**src/rtl/vram_pkg.sv**
```systemverilog
// Shared definitions for the Zeus VRAM read arbiter.
//   prio_mode_e  : arbitration policy selector (fixed priority / round-robin)
//   VRAM_ADDR_W  : default VRAM word address width
//   VRAM_DATA_W  : default VRAM data width
//   idx_w()      : width of a channel index, never narrower than 1 bit
package vram_pkg;

  typedef enum logic {
    PRIO_FIXED = 1'b0,
    PRIO_RR    = 1'b1
  } prio_mode_e;

  localparam int unsigned VRAM_ADDR_W = 15;
  localparam int unsigned VRAM_DATA_W = 32;

  function automatic int unsigned idx_w(input int unsigned n);
    return (n > 1) ? $clog2(n) : 1;
  endfunction

endpackage

```
**src/rtl/vram_arbiter_rr_if.sv**
```systemverilog
// Bus bundle between the video read fetchers, the arbiter and the VRAM read port.
//   vram_addr  : read address to VRAM (arbiter -> VRAM)
//   vram_rd    : read enable (arbiter -> VRAM)
//   vram_data  : read data, valid RD_LAT cycles after its address (VRAM -> arbiter)
//   vrf_addr   : packed per-channel request addresses, channel k at [k*ADDR_W +: ADDR_W]
//   vrf_strobe : per-channel request strobes
//   vrf_gnt    : one-hot combinational grant
//   vrf_ack    : one-hot ack, aligned with vrf_data
//   vrf_data   : shared read data bus, qualified by vrf_ack
// Modports: master = arbiter side, slave = fetcher/VRAM side.
interface vram_arbiter_rr_if
  import vram_pkg::*;
#(
  parameter int unsigned NUM_CH = 4,
  parameter int unsigned ADDR_W = VRAM_ADDR_W,
  parameter int unsigned DATA_W = VRAM_DATA_W
);

  logic [ADDR_W-1:0]        vram_addr;
  logic                     vram_rd;
  logic [DATA_W-1:0]        vram_data;
  logic [NUM_CH*ADDR_W-1:0] vrf_addr;
  logic [NUM_CH-1:0]        vrf_strobe;
  logic [NUM_CH-1:0]        vrf_gnt;
  logic [NUM_CH-1:0]        vrf_ack;
  logic [DATA_W-1:0]        vrf_data;

  modport master (
    output vram_addr, vram_rd, vrf_gnt, vrf_ack, vrf_data,
    input  vram_data, vrf_addr, vrf_strobe
  );

  modport slave (
    input  vram_addr, vram_rd, vrf_gnt, vrf_ack, vrf_data,
    output vram_data, vrf_addr, vrf_strobe
  );

endinterface

```
**src/rtl/vram_arbiter_rr_pick.sv**
```systemverilog
// rr_pick: combinational rotating priority picker.
//   req_i   : request vector
//   ptr_i   : index of the highest-priority channel (tie to 0 for fixed priority)
//   gnt_o   : one-hot grant
//   idx_o   : index of the granted channel
//   valid_o : a request was granted
module rr_pick #(
  parameter int unsigned NUM_CH = 4,
  parameter int unsigned IDX_W  = 2
) (
  input  logic [NUM_CH-1:0] req_i,
  input  logic [IDX_W-1:0]  ptr_i,
  output logic [NUM_CH-1:0] gnt_o,
  output logic [IDX_W-1:0]  idx_o,
  output logic              valid_o
);

  // Scan ptr_i, ptr_i+1, ... modulo NUM_CH; the first active request wins.
  always_comb begin
    int unsigned pos;
    gnt_o   = '0;
    idx_o   = '0;
    valid_o = 1'b0;
    pos     = 0;
    for (int unsigned i = 0; i < NUM_CH; i++) begin
      pos = (i + ptr_i) % NUM_CH;
      if (!valid_o && req_i[pos]) begin
        valid_o = 1'b1;
        idx_o   = IDX_W'(pos);
      end
    end
    if (valid_o) gnt_o[idx_o] = 1'b1;
  end

endmodule

```
**src/rtl/vram_arbiter_rr.sv**
```systemverilog
// VRAM read arbiter: grants one of NUM_CH video read fetchers per cycle onto a
// single synchronous VRAM read port, and returns a one-hot ack aligned with
// the read data RD_LAT cycles later.
//   clk_i   : system/video clock
//   rst_ni  : asynchronous active-low reset
//   arb_bus : master side of vram_arbiter_rr_if (VRAM port + fetcher bus)
// Parameters: NUM_CH (2..16), ADDR_W, DATA_W, RD_LAT (1..4), PRIO_MODE.
module vram_arbiter_rr
  import vram_pkg::*;
#(
  parameter int unsigned NUM_CH    = 4,
  parameter int unsigned ADDR_W    = VRAM_ADDR_W,
  parameter int unsigned DATA_W    = VRAM_DATA_W,
  parameter int unsigned RD_LAT    = 1,
  parameter prio_mode_e  PRIO_MODE = PRIO_FIXED
) (
  input logic               clk_i,
  input logic               rst_ni,
  vram_arbiter_rr_if.master arb_bus
);

  localparam int unsigned IW = idx_w(NUM_CH);

  logic [IW-1:0]     rr_ptr_q;
  logic [IW-1:0]     rr_ptr_d;
  logic [IW-1:0]     pick_ptr;
  logic [NUM_CH-1:0] gnt;
  logic [IW-1:0]     gnt_idx;
  logic              gnt_vld;
  logic [ADDR_W-1:0] addr_mux;
  logic [NUM_CH-1:0] ack;
  logic [DATA_W-1:0] rd_data;

  // Grant-tracking pipeline: stage 0 holds this cycle's grant, the last stage
  // lines up with the VRAM data for that grant.
  logic [RD_LAT-1:0] pipe_vld_q;
  logic [IW-1:0]     pipe_idx_q [RD_LAT];

  // Fixed priority is the rotating picker with its start pointer pinned to 0.
  assign pick_ptr = (PRIO_MODE == PRIO_RR) ? rr_ptr_q : '0;

  rr_pick #(
    .NUM_CH (NUM_CH),
    .IDX_W  (IW)
  ) u_pick (
    .req_i   (arb_bus.vrf_strobe),
    .ptr_i   (pick_ptr),
    .gnt_o   (gnt),
    .idx_o   (gnt_idx),
    .valid_o (gnt_vld)
  );

  always_comb begin
    addr_mux = '0;
    for (int unsigned k = 0; k < NUM_CH; k++) begin
      if (gnt[k]) addr_mux = arb_bus.vrf_addr[k*ADDR_W +: ADDR_W];
    end
  end

  assign arb_bus.vram_addr = addr_mux;
  assign arb_bus.vram_rd   = gnt_vld;
  assign arb_bus.vrf_gnt   = gnt;

  // Pointer moves to the channel after the winner, wrapping at NUM_CH-1.
  always_comb begin
    rr_ptr_d = rr_ptr_q;
    if (gnt_vld) begin
      rr_ptr_d = (gnt_idx == IW'(NUM_CH - 1)) ? '0 : gnt_idx + IW'(1);
    end
  end

  always_ff @(posedge clk_i or negedge rst_ni) begin
    if (!rst_ni) begin
      rr_ptr_q <= '0;
    end else begin
      rr_ptr_q <= rr_ptr_d;
    end
  end

  always_ff @(posedge clk_i or negedge rst_ni) begin
    if (!rst_ni) begin
      pipe_vld_q <= '0;
      for (int unsigned s = 0; s < RD_LAT; s++) pipe_idx_q[s] <= '0;
    end else begin
      pipe_vld_q[0] <= gnt_vld;
      pipe_idx_q[0] <= gnt_idx;
      for (int unsigned s = 1; s < RD_LAT; s++) begin
        pipe_vld_q[s] <= pipe_vld_q[s-1];
        pipe_idx_q[s] <= pipe_idx_q[s-1];
      end
    end
  end

  // Ack is a decode of the last pipeline register only, so it is glitch-free
  // and cleared by reset together with the valids.
  always_comb begin
    ack = '0;
    if (pipe_vld_q[RD_LAT-1]) ack[pipe_idx_q[RD_LAT-1]] = 1'b1;
  end

  assign arb_bus.vrf_ack  = ack;
  assign rd_data          = arb_bus.vram_data;
  assign arb_bus.vrf_data = rd_data;

endmodule

```
**src/flat_wrapper.sv**
```systemverilog
// flat-port wrapper written by rule: the top's interface ports become plain ports
module vram_arbiter_rr_flat import vram_pkg::*;
#(
  parameter int unsigned NUM_CH    = 4,
  parameter int unsigned ADDR_W    = VRAM_ADDR_W,
  parameter int unsigned DATA_W    = VRAM_DATA_W,
  parameter int unsigned RD_LAT    = 1,
  parameter prio_mode_e  PRIO_MODE = PRIO_FIXED
)
  (clk_i, rst_ni, arb_bus_vram_addr, arb_bus_vram_rd, arb_bus_vrf_gnt, arb_bus_vrf_ack, arb_bus_vrf_data, arb_bus_vram_data, arb_bus_vrf_addr, arb_bus_vrf_strobe);
  vram_arbiter_rr_if #(.NUM_CH(NUM_CH), .ADDR_W(ADDR_W), .DATA_W(DATA_W)) arb_bus_i ();
  input logic clk_i;
  input logic rst_ni;
  output wire logic [$bits(arb_bus_i.vram_addr)-1:0] arb_bus_vram_addr;
  output wire logic [$bits(arb_bus_i.vram_rd)-1:0] arb_bus_vram_rd;
  output wire logic [$bits(arb_bus_i.vrf_gnt)-1:0] arb_bus_vrf_gnt;
  output wire logic [$bits(arb_bus_i.vrf_ack)-1:0] arb_bus_vrf_ack;
  output wire logic [$bits(arb_bus_i.vrf_data)-1:0] arb_bus_vrf_data;
  input wire logic [$bits(arb_bus_i.vram_data)-1:0] arb_bus_vram_data;
  input wire logic [$bits(arb_bus_i.vrf_addr)-1:0] arb_bus_vrf_addr;
  input wire logic [$bits(arb_bus_i.vrf_strobe)-1:0] arb_bus_vrf_strobe;
  assign arb_bus_vram_addr = arb_bus_i.vram_addr;
  assign arb_bus_vram_rd = arb_bus_i.vram_rd;
  assign arb_bus_vrf_gnt = arb_bus_i.vrf_gnt;
  assign arb_bus_vrf_ack = arb_bus_i.vrf_ack;
  assign arb_bus_vrf_data = arb_bus_i.vrf_data;
  assign arb_bus_i.vram_data = arb_bus_vram_data;
  assign arb_bus_i.vrf_addr = arb_bus_vrf_addr;
  assign arb_bus_i.vrf_strobe = arb_bus_vrf_strobe;
  vram_arbiter_rr #(.NUM_CH(NUM_CH), .ADDR_W(ADDR_W), .DATA_W(DATA_W), .RD_LAT(RD_LAT), .PRIO_MODE(PRIO_MODE)) u_core (.clk_i(clk_i), .rst_ni(rst_ni), .arb_bus(arb_bus_i));
endmodule
```
**config.mk**
```make
export PLATFORM = sky130hd
export DESIGN_NAME = vram_arbiter_rr_flat
export DESIGN_NICKNAME = d
export VERILOG_FILES = /design/src/rtl/vram_pkg.sv /design/src/rtl/vram_arbiter_rr_if.sv /design/src/rtl/vram_arbiter_rr_pick.sv /design/src/rtl/vram_arbiter_rr.sv /design/src/flat_wrapper.sv
export SDC_FILE = /design/constraint.sdc
export NUM_CORES = 1
export LEC_CHECK = 0
export BUFFER_PORTS_ARGS = -buffer_cell sky130_fd_sc_hd__buf_2
export CORE_ASPECT_RATIO = 1.4
export CORE_MARGIN = 10
export CORE_UTILIZATION = 31
export CTS_CLUSTER_DIAMETER = 30
export CTS_CLUSTER_SIZE = 24
export DETAILED_ROUTE_END_ITERATION = 7
export PLACE_DENSITY = 0.87
export SYNTH_ARGS = -nofsm -noshare
export SYNTH_HDL_FRONTEND = slang
export SYNTH_SLANG_ARGS = --single-unit
```
**constraint.sdc**
```tcl
create_clock -name clk_i -period 2.5 [get_ports clk_i]
set_input_delay 0.25 -clock clk_i [delete_from_list [all_inputs] [get_ports clk_i]]
set_output_delay 0.25 -clock clk_i [all_outputs]
set_load 0.05 [all_outputs]
```
# == After elaboration in Yosys (flattened, before gate mapping) ==
# Cells that the tools add are included.
# totals
regBits,3
input_bits,98
output_inout_bits,56
wordCells,31
# classes
n_lt_le_gt_ge,4
muxes,17
reduce_logical,8
# op_table
cell,count
15-bit two-way mux,4
4-bit two-way mux,2
1-bit two-way mux,7
2-bit by 3-bit < comparator with 1-bit output (second input constant),2
1-bit logical AND,5
1-bit demux with 2-bit select,2
2-bit by 1-bit >= comparator with 1-bit output (second input constant),2
2-bit two-way mux,2
1-bit zero test,3

# == Longest topological paths before layout ==
# Gate-level depths: netlist of the first run.
# logic_depth
word_depth,19
depth_mapped,6

# == Cells and area by module ==
# From an unflattened synthesis of the first run, not the netlist that was laid out.
# hier_totals
cells_unflattened,130
area_unflattened_um2,924.6
# modules_own_cells
mod,instances,cells_per_inst,area_per_inst_um2
vram_arbiter_rr,1,98,742.0
rr_pick,1,32,182.7

# == Worst setup path after synthesis of the first run ==
# No wires, ideal clock.
# synth_timing
path_kind,input -> output
start,input arb_bus_vrf_strobe[2]
end,output arb_bus_vram_addr[13]
arrival_time_ns,1.954
required_time_ns,2.250
slack_ns,0.296
stages,5
n_path_buf,2
cell_sequence,buf_4 clkbuf_1 mux2_2 mux2i_1 o21ai_0
# synth_between
elab_chain_cells,14
word_cells_on_any_way,17
# synth_lines
element,line_no,text
from (decl),flat_wrapper.sv:21,input wire logic [$bits(arb_bus_i.vrf_strobe)-1:0] arb_bus_vrf_strobe;
1-bit logical AND *,vram_arbiter_rr_pick.sv:27,if (!valid_o && req_i[pos]) begin
1-bit two-way mux,vram_arbiter_rr_pick.sv:27,
1-bit zero test,vram_arbiter_rr_pick.sv:27,
1-bit logical AND,vram_arbiter_rr_pick.sv:27,
2-bit two-way mux,vram_arbiter_rr_pick.sv:27,
2-bit by 3-bit < comparator with 1-bit output (not written as such) / 2-bit by 1-bit >= comparator with 1-bit output (equally long branches),vram_arbiter_rr_pick.sv:32,if (valid_o) gnt_o[idx_o] = 1'b1;
1-bit logical AND (not written as such),vram_arbiter_rr_pick.sv:32,
1-bit two-way mux (not written as such),vram_arbiter_rr_pick.sv:32,
1-bit demux with 2-bit select,vram_arbiter_rr_pick.sv:32,
4-bit two-way mux *,vram_arbiter_rr_pick.sv:32,
15-bit two-way mux (3 in a row),vram_arbiter_rr.sv:56,if (gnt[k]) addr_mux = arb_bus.vrf_addr[k*ADDR_W +: ADDR_W];
15-bit two-way mux *,vram_arbiter_rr.sv:56,
to (decl),flat_wrapper.sv:14,output wire logic [$bits(arb_bus_i.vram_addr)-1:0] arb_bus_vram_addr;
# Mark *: on every way between the ends. The rest lies on a longest branch, timed or not.

# == Worst setup path after layout of the first run ==
# layout_timing
start,input arb_bus_vrf_strobe[1]
end,output arb_bus_vram_addr[3]
# layout_between
elab_chain_cells,17
word_cells_on_any_way,21
# layout_lines
element,line_no
1-bit logical AND *,vram_arbiter_rr_pick.sv:27
1-bit two-way mux,vram_arbiter_rr_pick.sv:27
1-bit zero test,vram_arbiter_rr_pick.sv:27
1-bit logical AND,vram_arbiter_rr_pick.sv:27
1-bit two-way mux,vram_arbiter_rr_pick.sv:27
1-bit zero test,vram_arbiter_rr_pick.sv:27
1-bit logical AND,vram_arbiter_rr_pick.sv:27
2-bit two-way mux,vram_arbiter_rr_pick.sv:27
2-bit by 3-bit < comparator with 1-bit output (not written as such) / 2-bit by 1-bit >= comparator with 1-bit output (equally long branches),vram_arbiter_rr_pick.sv:32
1-bit logical AND (not written as such),vram_arbiter_rr_pick.sv:32
1-bit two-way mux (not written as such),vram_arbiter_rr_pick.sv:32
1-bit demux with 2-bit select,vram_arbiter_rr_pick.sv:32
4-bit two-way mux *,vram_arbiter_rr_pick.sv:32
15-bit two-way mux (3 in a row),vram_arbiter_rr.sv:56
15-bit two-way mux *,vram_arbiter_rr.sv:56
# Marks and branches as above.

==> metrics.md, run 1 <==
| Metric | Value |
|---|---|
| Status | `completed` |
| CP required | `2.25 ns` |
| CTS tree | `done` |
| Crit Path Class | `in2out` |
| Tmin final | `1.93 ns` |
| Top-area cell type share of the netlist area | `25.0%` |
| Leading area contributor after synthesis | `buf_4` |
| Hold Fails Final Rpt | `0` |
| Post-CTS setup buffer count | `0` |
| Fillers | `323` |
| Switching Power | `0.000220 W` |
| Synth Warn # | `0` |
| Setup TNS | `0 ns` |
| Number of global-route vias before repair | `1146` |
| Port Buffers | `89` |
| Setup violators final | `0` |
| H-tree depth | `1` |
| Setup WS post-layout | `0.573 ns` |
| DRT iter0 DRCs | `5` |
| Main combinational cell family by area after synthesis | `multiplexers` |
| Least-Margin Pin Slew | `0.583 ns` |
| Complex-gate fraction of the synthesized area | `7.58%` |
| Logic gate share of total power | `59.8%` |
| Pre-CTS WS | `0.567 ns` |
| Leakage power | `0.689 nW` |
| Crit end category | `output pin` |
| Max_slew headroom | `61.1%` |
| Synth Area in XOR/XNOR | `0%` |
| Mean Syn Cell Area | `7.51 um2` |
| CP max FO | `19` |
| DR vias/cell | `4.59` |
| Largest cells by area after synthesis | `buf_4 (25%), mux2_2 (17%), mux2i_1 (15%)` |
| Register area share after synthesis | `7.58%` |
| Largest net degree at the start of global routing | `20` |
| Post-route total power | `0.000483 W` |
| Num ports | `154` |
| DP Wirelength | `2940 um` |
| Die Y | `86.9 um` |
| Worst setup SP type | `input port` |
| Most frequent cell after synthesis | `buf_4` |
| Clk root buf | `clkbuf_8` |
| Ys flop type | `dfrtp_1` |
| Internal | `0.000263 W` |
| Global Route Usage Sum | `11.4%` |
| Final RePlAce weighted congestion | `0.812` |
| Diode count | `0` |
| Post-Syn Nets | `230` |
| Sinks on Clock Net | `3` |
| Antenna violations before repair | `0` |
| Longest Clk Path Bufs | `2` |
| Post-route ant nets | `0` |
| Switching part of the total | `45.5%` |
| Peak supply drop | `0.176 mV` |
| Pre-Repair DR Iteration Count | `2` |
| Maxcap violations | `0` |
| Slew Limit Fails | `0` |
| Commonest cells in the netlist | `buf_4 (33), nand2_1 (16), mux2_2 (15), mux2i_1 (15), nor2_1 (15)` |
| Vias | `1033` |
| Post-synthesis adder-cell area fraction | `0%` |
| Library cells used by synthesis | `22` |
| Layout cells sized above 1 | `60.8%` |
| Detailed-route wire length | `3520 um` |
| PwrDens | `390 nW/um2` |
| Final Cycle Share | `77.1%` |
| Post-synthesis mux area share | `32.2%` |
| CTS Buf Count | `3` |
| Post-Syn Area | `991 um2` |
| Routed wire per std cell | `15.6 um` |
| Hold Crit Class | `in2reg` |
| First-pass GRT wire length | `5350 um` |
| Seq cells post-synth | `3` |
| Final net count | `285` |
| Initial Utilization | `32.0%` |
| RSZ-0062 raised after global routing | `false` |
| Clock power share | `29.1%` |
| Share of flip-flops with an asynchronous set or reset after synthesis | `100%` |
| Critical path arrival | `1.68 ns` |
| Syn Inst Count | `132` |
| Core Util, Final | `40.0%` |
| Post-Synth Simple-Gate Area | `20.6%` |
| Hold WS | `0.284 ns` |
| Reg clk slew, reported paths | `0.03 ns` |
| Std-Cell Rows | `24` |
| DRC | `0` |
| Syn-to-layout area delta | `24.9%` |
| Core Area | `3090 um2` |
| Die area | `5890 um2` |
| Sequential share of power | `11.1%` |
| Max Freq | `519 MHz` |
| Post-synth EDFFs | `0` |
| Total grt overflow | `0` |
| Die Span X | `67.8 um` |
## placed cells by master (no fill, tap or decap)
master and count:
buf_2 89, buf_4 1, and3_1 1, mux2_2 15, nand2_1 16, and3b_1 1, nor2_1 15, clkbuf_8 3
or2_2 2, clkbuf_1 1, or3b_1 1, or4_1 1, nor3b_1 1, nor4b_4 1, o21ai_1 9, inv_2 1
dlygate4sd3_1 1, mux2i_1 15, o21ai_0 6, nor2_2 1, nor2b_1 1, inv_1 1, dfrtp_1 3
## through the flow
stage          cell area, um2  instances
5_1_grt                  1240        225
3_3_place_gp             1180        220
3_5_place_dp             1180        220
2_1_floorplan             991        132
6_report                 1240        225
4_1_cts                  1240        225
## worst max-delay path: stages
cell and delay, ns:
buf_2 0.34, or3b_1 0.56, nor2_1 0.07, o21ai_0 0.16, buf_2 0.29
## state kept, by name, summed over array words and instances, names as in the netlist
| register | flops |
|---|---|
| u_core.pipe_idx_q | 2 |
| u_core.pipe_vld_q | 1 |
## layout make-up
cell class | instances | area, um2 | share of cell area [%]
multi-input combinational | 86 | 598 | 48.3
timing repair buffer | 91 | 463 | 37.4
sequential | 3 | 75.1 | 6.07
tap | 39 | 48.8 | 3.94
clock buffer | 4 | 45.0 | 3.64
inverter | 2 | 7.51 | 0.607
## final timing paths
kind	from	end	slack [ns]	cells after the start
max	arb_bus_vrf_strobe[1]	arb_bus_vram_addr[3]	0.57	5
min	arb_bus_vrf_strobe[3]	u_core.pipe_vld_q	0.28	2
min in group asynchronous	rst_ni	u_core.pipe_idx_q[1]	0.38	2
max in group asynchronous	rst_ni	u_core.pipe_idx_q[0]	2.02	2
## layer usage
layer | GRT usage (%) | part of all wire, %
met5 | 0 | 0
met4 | 8.81 | 6.5
met3 | 4.12 | 11
met2 | 19.4 | 50
met1 | 10.6 | 32
## what timing repair did
| item | CTS | global route |
|---|---|---|
| endpoints found under the hold margin | 3 | 0 |
| resized for setup | 0 | 0 |
| hold buffers | 1 | 0 |
## cells by family after synthesis
logic type | Yosys count
buffers and inverters | 43
and+or+nand+nor | 41
muxes | 30
AOI/OAI and AO/OA | 15
DFF | 3
## power by group through the flow
stage               Combinational [W]  Clock, W  Sequential, W
floorplan                    0.000342         0      0.0000534
global placement             0.000287         0      0.0000537
detailed placement           0.000289         0      0.0000539
CTS                          0.000292  0.000146      0.0000534
global route                 0.000310  0.000149      0.0000537
finish                       0.000289  0.000141      0.0000535
No activity file was read; power rests on OpenSTA's default activity.
==> inputs of run 2 (changes only) <==
Settings changed: ABC_AREA from default to 1, CORE_UTILIZATION 31 to 30, PLACE_DENSITY 0.87 to 0.83.
Clock period 2.5 ns to 1.91 ns, I/O delays scaled along.
==> metrics.md, run 2 <==
| Metric | Value |
|---|---|
| Reg clk slew, reported paths | `0.03 ns (about the same)` |
| Critical-path top delay cell | `nor2_8` |
| Post-route ant nets | `0 (unchanged)` |
| Clock power share | `29.7% (+0.6 points)` |
| Switching Power | `0.000307 W (+40%)` |
| DRC | `0 (unchanged)` |
| Top delay family on crit path | `simple AND/OR/NAND/NOR gates` |
| Crit end category | `output pin` |
| Peak supply drop | `0.274 mV (+56%)` |
| DRT iter0 DRCs | `24 (+19)` |
| RSZ-0062 raised after global routing | `false` |
| CTS Buf Count | `3 (unchanged)` |
| Setup violators final | `0 (unchanged)` |
| Met1 Use GR | `11.2% (+0.63 points)` |
| Longest Clk Path Bufs | `2 (unchanged)` |
| Final cell count without fillers | `263 (+17%)` |
| Number of global-route vias before repair | `1410 (+23%)` |
| Commonest cells in the netlist | `nand3_1 (45), buf_4 (37), nand2_1 (31), inv_1 (21), nand4_1 (15)` |
| Sequential share of power | `11.1% (about the same)` |
| Leakage power | `0.764 nW (+11%)` |
| Switching part of the total | `48.9% (+3.4 points)` |
| Critical path origin | `arb_bus_vrf_strobe[0]` |
| Final Cycle Share | `80.0%` |
| Syn Inst Count | `174 (+32%)` |
| Detailed-route wire length | `4280 um (+22%)` |
| Routed wire per std cell | `16.3 um (+4.2%)` |
| Initial Utilization | `30.8% (-1.2 points)` |
| Status | `completed` |
| Ys flop type | `dfrtp_1` |
| Vias | `1302 (+26%)` |
| Hold Fails Final Rpt | `0 (unchanged)` |
| Max_slew headroom | `72.8% (+12 points)` |
| Final RePlAce weighted congestion | `0.786 (-3.2%)` |
| Core Area | `3350 um2 (+8.2%)` |
| Total grt overflow | `0 (unchanged)` |
| Post-Syn Nets | `272 (+18%)` |
| Largest cells by area after synthesis | `buf_4 (27%), nand3_1 (22%), nand2_1 (11%)` |
| Maxcap violations | `0 (unchanged)` |
| Die Span X | `69.5 um (+2.6%)` |
| Internal | `0.000320 W (+22%)` |
| Library cells used by synthesis | `17 (-23%)` |
| Most flops, register | `u_core.pipe_idx_q` |
| Register area share after synthesis | `7.28% (-0.29 points)` |
| GR Util met3 | `5.78% (+1.7 points)` |
| Largest net degree at the start of global routing | `33 (+65%)` |
| H-tree depth | `1 (unchanged)` |
| DP Wirelength | `3590 um (+22%)` |
| CTS tree | `done` |
| Post-route total power | `0.000627 W (+30%)` |
| Post-Syn Area | `1030 um2 (+4.0%)` |
| Share of flip-flops with an asynchronous set or reset after synthesis | `100% (unchanged)` |
| Port Buffers | `89 (unchanged)` |
| Busiest grt layer | `met2` |
| Layout cells sized above 1 | `44.4% (-16 points)` |
| Pre-Repair DR Iteration Count | `4 (+2)` |
| Std-Cell Rows | `25 (+4.2%)` |
| Post-placement cell area | `1180 um2 (-0.53%)` |
| Cell area after layout | `1230 um2 (-0.51%)` |
| Worst setup SP type | `input port` |
| Critical path buffer and inverter count | `2 (unchanged)` |
| Die Y | `89.4 um (+2.8%)` |
| PwrDens | `509 nW/um2 (+31%)` |
| Crit Path Class | `in2out` |
| Critical path arrival | `1.34 ns (-0.34 ns)` |
| Diode count | `0 (unchanged)` |
| Syn-to-layout area delta | `19.4%` |
| Post-synth EDFFs | `0 (unchanged)` |
| GR met2 Demand/Resource | `21.7% (+2.3 points)` |
| Most frequent cells in the layout | `buf_2 (89), nand3_1 (45), nand2_1 (31)` |
| Synth Warn # | `0 (unchanged)` |
| Core Util, Final | `36.8% (-3.2 points)` |
| Most frequent cell after synthesis | `nand3_1` |
| Max Freq | `654 MHz` |
| Post-CTS Resized | `0 (unchanged)` |
| Slew Limit Fails | `0 (unchanged)` |
| First-pass GRT wire length | `6480 um (+21%)` |
| Clk root buf | `clkbuf_8` |
| DR vias/cell | `4.95 (+7.8%)` |
| Placed insts | `258 (+17%)` |
| Commonest non-fill, non-tap cell in the layout | `buf_2` |
| Mean Syn Cell Area | `5.93 um2 (-21%)` |
| Sinks on Clock Net | `3 (unchanged)` |
| Setup TNS | `0 ns (unchanged)` |
| Crit path cell chain | `buf_2, nor2_8, nand3_1, nand3_1, buf_2` |
| Top-area cell type share of the netlist area | `26.9% (+1.9 points)` |
| CP required | `1.72 ns (-0.53 ns)` |
| Fillers | `389 (+20%)` |
| CP max FO | `32 (+13)` |
| Leading area contributor after synthesis | `buf_4` |
| Least-Margin Pin Slew | `0.409 ns (-0.175 ns)` |
| Num ports | `154 (unchanged)` |
| Global Route Usage Sum | `12.6% (+1.2 points)` |
| Tmin final | `1.53 ns` |
| Final net count | `322 (+13%)` |
| Logic gate share of total power | `59.3% (-0.5 points)` |
| Die area | `6210 um2 (+5.5%)` |
| Seq cells post-synth | `3 (unchanged)` |
| Antenna violations before repair | `0 (unchanged)` |
| Max FFs per register | `2 (unchanged)` |
| Hold Crit Class | `in2async` |
| Largest registers | `u_core.pipe_idx_q: 2 flops, u_core.pipe_vld_q: 1 flops` |
| Peak per-stage delay on the critical path | `0.39 ns (-0.17 ns)` |
run 2: cell count changes in the layout (fill, tap and decap cells not counted), moves of 2 or more:
cell	previous run	this run
nand3_1	0	45
o21ai_1	9	0
nand4_1	0	15
o21ai_0	6	1
nor2_1	15	1
mux2_2	15	0
nor3_1	0	5
mux2i_1	15	0
nand2_1	16	31
or2_2	2	0
inv_1	1	21
run 2: layout make-up:
type                       instances  area (um2)  area share [%]
multi-input combinational        102         512            41.6
timing repair buffer              91         463            37.6
inverter                          23        86.3            7.01
sequential                         3        75.1            6.10
tap                               40        50.0            4.07
clock buffer                       4        45.0            3.66
run 2: worst paths after layout:
kind | end | slack (ns) | cells past startpoint
min | u_core.pipe_vld_q | 0.30 | 2
max in group asynchronous | u_core.pipe_idx_q[1] | 1.51 | 2
min in group clk_i | arb_bus_vrf_data[10] | 0.38 | 0
max | arb_bus_vram_addr[14] | 0.38 | 5
run 2: power by group through the flow:
stage | combinational (W) | clock (W) | sequential [W]
2_1_floorplan | 0.000445 | 0 | 0.0000696
3_3_place_gp | 0.000369 | 0 | 0.0000701
3_5_place_dp | 0.000373 | 0 | 0.0000703
4_1_cts | 0.000376 | 0.000193 | 0.0000696
5_1_grt | 0.000404 | 0.000206 | 0.0000703
6_report | 0.000372 | 0.000186 | 0.0000695
run 2: per-layer routing:
| metal | share of wire, % | wire (um) |
|---|---|---|
| met2 | 47 | 2010 |
| met4 | 6.4 | 274 |
| met3 | 11 | 477 |
| met1 | 35 | 1520 |
| met5 | 0 | 0 |
run 2: logic make-up after synthesis:
| family | count (synthesis) | share of synthesized area [%] |
|---|---|---|
| and+or+nand+nor | 101 | 49.2 |
| DFF | 3 | 7.28 |
| buffers and inverters | 69 | 43.1 |
| AOI/OAI and AO/OA | 1 | 0.485 |
run 2: metrics by stage:
step / hold slack (ns) / setup WS [ns]
2_1_floorplan: -0.105 / 0.166
4_1_cts: 0.302 / 0.368
3_5_place_dp: -0.0108 / 0.371
5_1_grt: 0.314 / 0.258
6_report: 0.299 / 0.381
3_3_place_gp: -0.0146 / 0.385
run 2: timing repair:
item,CTS,global route
hold buffers,1,0
buffers inserted,0,0
endpoints found under the hold margin,3,0
